===== src/rtl/input_debounce_capture.sv =====
// input_debounce_capture: 2-FF sync and per-bit debounce of buttons/switches, with an Avalon-MM slave.
// Press edge capture, W1C, irq mask and irq are built only when INPUT_CAPTURE_IRQ_EN is defined.
module input_debounce_capture #(
  parameter int DEBOUNCE_CYCLES = 50000,
  parameter int N_BTN = 4,
  parameter int N_SW = 10
) (
  input  logic             clk_clk,
  input  logic             reset_reset,
  input  logic [N_BTN-1:0] button_raw,
  input  logic [N_SW-1:0]  switch_raw,
  output logic [N_BTN-1:0] button_clean,
  output logic [N_SW-1:0]  switch_clean,
  input  logic [1:0]       avs_address,
  input  logic             avs_read,
  input  logic             avs_write,
  input  logic [31:0]      avs_writedata,
  output logic [31:0]      avs_readdata,
  output logic             irq
);
  localparam int N = N_BTN + N_SW;
  localparam int CW = $clog2(DEBOUNCE_CYCLES);
  localparam logic [CW-1:0] CNT_MAX = CW'(DEBOUNCE_CYCLES - 1);
  localparam logic [N-1:0] RST_VAL = {{N_BTN{1'b1}}, {N_SW{1'b0}}};
  logic [N-1:0] sync1_q, sync2_q, clean_q, clean_d;
  logic [CW-1:0] cnt_q [N];
  logic [CW-1:0] cnt_d [N];
  logic [N_BTN-1:0] rd_edge, rd_mask;
  logic [31:0] rdata_d, readdata_q;
  logic unused_ok;
  assign unused_ok = ^{avs_write, avs_writedata};
  // buttons occupy the upper bits of the combined vector
  always_comb begin
    clean_d = clean_q;
    for (int i = 0; i < N; i++) begin
      cnt_d[i] = '0;
      if (sync2_q[i] != clean_q[i]) begin
        if (cnt_q[i] == CNT_MAX) clean_d[i] = sync2_q[i];
        else cnt_d[i] = cnt_q[i] + 1'b1;
      end
    end
  end
  always_ff @(posedge clk_clk or posedge reset_reset) begin
    if (reset_reset) begin
      sync1_q <= RST_VAL;
      sync2_q <= RST_VAL;
      clean_q <= RST_VAL;
      for (int i = 0; i < N; i++) cnt_q[i] <= '0;
    end else begin
      sync1_q <= {button_raw, switch_raw};
      sync2_q <= sync1_q;
      clean_q <= clean_d;
      for (int i = 0; i < N; i++) cnt_q[i] <= cnt_d[i];
    end
  end
  assign button_clean = clean_q[N-1:N_SW];
  assign switch_clean = clean_q[N_SW-1:0];
`ifdef INPUT_CAPTURE_IRQ_EN
  logic [N_BTN-1:0] prev_q, edge_q, edge_d, mask_q, mask_d, w1c;
  // prev_q resets high so reset release never looks like a press
  always_comb begin
    w1c = (avs_write && avs_address == 2'd2) ? avs_writedata[N_BTN-1:0] : '0;
    edge_d = (edge_q & ~w1c) | (prev_q & ~button_clean);
    mask_d = (avs_write && avs_address == 2'd3) ? avs_writedata[N_BTN-1:0] : mask_q;
  end
  always_ff @(posedge clk_clk or posedge reset_reset) begin
    if (reset_reset) begin
      prev_q <= '1;
      edge_q <= '0;
      mask_q <= '0;
    end else begin
      prev_q <= button_clean;
      edge_q <= edge_d;
      mask_q <= mask_d;
    end
  end
  assign rd_edge = edge_q;
  assign rd_mask = mask_q;
  assign irq = |(edge_q & mask_q);
`else
  assign rd_edge = '0;
  assign rd_mask = '0;
  assign irq = 1'b0;
`endif
  always_comb begin
    rdata_d = avs_address == 2'd0 ? 32'(button_clean) :
              avs_address == 2'd1 ? 32'(switch_clean) :
              avs_address == 2'd2 ? 32'(rd_edge) : 32'(rd_mask);
  end
  always_ff @(posedge clk_clk or posedge reset_reset) begin
    if (reset_reset) readdata_q <= '0;
    else if (avs_read) readdata_q <= rdata_d;
  end
  assign avs_readdata = readdata_q;
endmodule


===== config.mk =====
export PLATFORM = sky130hd
export DESIGN_NAME = input_debounce_capture
export DESIGN_NICKNAME = d
export VERILOG_FILES = /design/src/rtl/input_debounce_capture.sv
export SDC_FILE = /design/constraint.sdc
export NUM_CORES = 1
export LEC_CHECK = 0
export ABC_AREA = 1
export BUFFER_PORTS_ARGS = -buffer_cell sky130_fd_sc_hd__buf_2
export CAP_MARGIN = 20
export CORE_UTILIZATION = 50
export DETAILED_ROUTE_END_ITERATION = 8
export MAX_ROUTING_LAYER = met4
export PLACE_DENSITY = 0.7
export SYNTH_ARGS = -nofsm -noshare
export SYNTH_HDL_FRONTEND = slang
export SYNTH_SLANG_ARGS = --single-unit

===== constraint.sdc =====
create_clock -name clk_clk -period 10.95 [get_ports clk_clk]
set_clock_uncertainty 0.2 [all_clocks]
set_input_delay 0.5475 -clock clk_clk [delete_from_list [all_inputs] [get_ports clk_clk]]
set_output_delay 0.5475 -clock clk_clk [all_outputs]
set_load 0.01 [all_outputs]

==> summary.md <==
| Metric | Value |
|---|---|
| Setup violators final | 0 |
| Most common cell after layout, fill and taps aside | nor2_1 |
| Crit Path Category | reg2out |
| Final hold vios | 0 |
| Mapped Cells | 1856 |
| Maximum VDD drop | 0.000116 V |
| Routed Antenna Nets | 0 |
| CTS HTree Levels | 2 |
| Yosys cell types | 32 |
| Tot GR Track Use | 20.9% |
| Yosys top cell by area | dfrtp_1 |
| Die ar. | a little under 0.03 sq mm |
| Unrepaired setup endpoints after global routing | no |
| CTS max path bufs | 3 |
| DR vias | approximately 12000 |
| Core box area | 0.0286 sq mm |
| Die Span Y | ~170 um |
| Ports | about 100 |
| Synth area leaders | dfrtp_1 46%, nor2_1 12%, nand2_1 9.3%, inv_1 5.5%, nand3_1 5.3% |
| Final setup margin | about 9.0 ns |
| Cell Area, Synth | about 0.015 sq mm |
| DRC | 0 |
| Skew-Pair Late Insertion Delay | around 0.5 ns |
| Row count | 62 |
| Port bufs | 42 |
| First-pass GRT wire length | 50.2 mm |
| Post-DP HPWL | approximately 20 mm |
| Status | finished clean |
| Initial Utilization | 50.7% |
| Min-Delay Path Class | in2async |
| CP max FO | 3 |
| GPL Wtd Cong | around 0.90 |
| Tmin final | between 1.5 and 2 ns |
| Post-cts resize count | 0 |
| Sink Count | between 200 and 300 |
| WL final | 28.7 mm |
| Max-cap violation count | 0 |
| Worst Tran Pin Value | approximately 0.91 ns |
| Sequential area share after synthesis | 47.7% |
| Slowest-stage cell, CP | dfstp_2 |
| Worst path top cell family by delay | flip-flops |
| Commonest non-fill, non-tap cells in the layout | 470 x nor2_1, 359 x nand2_1, 264 x dfrtp_1 |
| LEAKAGE | between 7 and 8 nW |
| Cts bufs inserted | 34 |
| Largest net degree at the start of global routing | ~140 |
| Worst EP arrival | approximately 1.2 ns |
| Warnings from Yosys | 0 |
| Crit end category | output pin |
| PD cells | roughly 140 mW/mm^2 |
| Antenna cells | 0 |
| CP max stage delay | roughly 0.54 ns |
| Final Max Slew Viols | 0 |
| Clk root buf | clkbuf_16 |
| CTS tree | done |
| Post-CTS Setup Bufs | 0 |
| Hold buffer count at CTS | 14 |
| GR Overflow Total | 0 |
| Synth Flop Type | dfrtp_1 |
| Syn avg cell area | a little under 8 sq um |
| Starting DRT DRC Count | between 800 and 900 |
| Drt pass-1 iters | 5 |
| Final nets | between 2000 and 2500 |
| Area grow syn2layout | 12.9% |
| #FFs+latches synth | between 200 and 300 |
| Max Clk Rate | 0.514 GHz |
| Total Neg Setup Slack | 0 ns |
| Share of cells above drive strength 1 | 10.1% |
| EDFF count, synth | 0 |
| Initial antenna violation count | 0 |
| CP cell instances | buf_2 |
| Filler cells | around 2600 |
| Via density | approximately 5.0 |
| Critical path startpoint category | flop |
| FFs w/ async S/R, synth | 100% |
| Number of global-route vias before repair | ~11000 |
| Die width | about 170 um |
| Final period utilization | ~18% |
| Crit path buffers/inverters | 1 |
| Required time at the worst-slack endpoint | 10.20 ns |
| Dpl ws | approximately 8 ns |
| Relative slew slack | about two fifths |
| Share of the synthesized area in the top cell type | a little under half |
| CTS clk-pin slew, worst paths | about 0.06 ns |
| Wirelength per Cell | about 12 um |
## cells in the mapped netlist (14+ instances only)
| master | instances |
|---|---|
| nand3_2 | 14 |
| xnor2_1 | 29 |
| nor3_2 | 16 |
| a21oi_1 | 36 |
| a31oi_1 | 15 |
| nor2_1 | 470 |
| nand2_1 | 359 |
| nand2_2 | 27 |
| ha_1 | 14 |
| inv_1 | 212 |
| o21bai_1 | 18 |
| nand3_1 | 155 |
| buf_4 | 23 |
| xor2_1 | 63 |
| nand4_1 | 37 |
| o21ai_0 | 25 |
| dfrtp_1 | 264 |
## metrics by stage
step / area [sq um] / utilization (%) / hold WS, ns / std cells / total power [mW]
final: 16400 / 57.2 / 0.0717 / 2357 / 2.22
after global routing: 16400 / 57.2 / 0.105 / 2357 / 2.32
after CTS: 16400 / 57.1 / 0.113 / 2356 / 2.26
after detailed placement: 15100 / 52.9 / 0.136 / 2281 / 1.15
after global placement: 15100 / 52.9 / 0.133 / 2281 / 1.15
after floorplan: 14600 / - / 0.131 / 1878 / 1.14
## registers in the layout (all words and copies together) (netlist names)
signal and cells:
sync2_q 14, cnt_q 224, clean_q 14, avs_readdata 10, sync1_q 14
## routing by layer
| layer | up-vias | track usage, % | share of wire (%) |
|---|---|---|---|
| met5 | - | - | 0 |
| met4 | 0 | 5.39 | 2.3 |
| met3 | 45 | 3.16 | 4.1 |
| met2 | 220 | 34.2 | 47 |
| met1 | 5520 | 27.3 | 47 |
| li1 | 5983 | - | - |
## where the power goes
group	switching (mW)	total, mW	internal [mW]	leakage, nW
registers	0.0167	1.06	1.04	3.73
clock network	0.418	1.08	0.664	0.538
logic	0.0572	0.0820	0.0248	3.55
## logic make-up (layout without fill, tap and decap cells)
kind of cell,after synthesis,count (layout),share of synthesized area [%]
DFF,276,276,47.7
and+or+nand+nor,1115,1115,33.5
AOI/OAI and AO/OA,106,106,4.23
xor gates and xnor gates,100,100,6.45
adders and majority gates,14,14,1.21
other,1,23,0.0258
buffers and inverters,244,339,6.90
## path summary, 6_finish.rpt
path                                         startpoint                           to  slack, ns  cells after the start
worst max-delay path            clean_q[11]$_DFFE_PP1P_              button_clean[1]       9.00                      1
worst min-delay path                        reset_reset  avs_readdata[4]$_DFFE_PP0P_       0.07                      2
worst max register to register      cnt_q[64]$_DFF_PP0_          cnt_q[68]$_DFF_PP0_       9.18                      6
worst min register to register     sync1_q[5]$_DFF_PP0_         sync2_q[5]$_DFF_PP0_       0.15                      0
max in group asynchronous                   reset_reset         cnt_q[138]$_DFF_PP0_       9.19                      3
min in group clk_clk               sync1_q[5]$_DFF_PP0_         sync2_q[5]$_DFF_PP0_       0.15                      0
## final cells by class
| cell class | instances | area [sq um] | share of cell area [%] |
|---|---|---|---|
| flip-flops and latches | 276 | 6920 | 42.2 |
| multi-input cells | 1358 | 6680 | 40.7 |
| clock buffers | 50 | 972 | 5.93 |
| inverters | 219 | 830 | 5.06 |
| well taps | 384 | 480 | 2.93 |
| repair buffers | 59 | 393 | 2.40 |
| clock inverters | 11 | 113 | 0.687 |
Power figures use the tool's default switching activity.
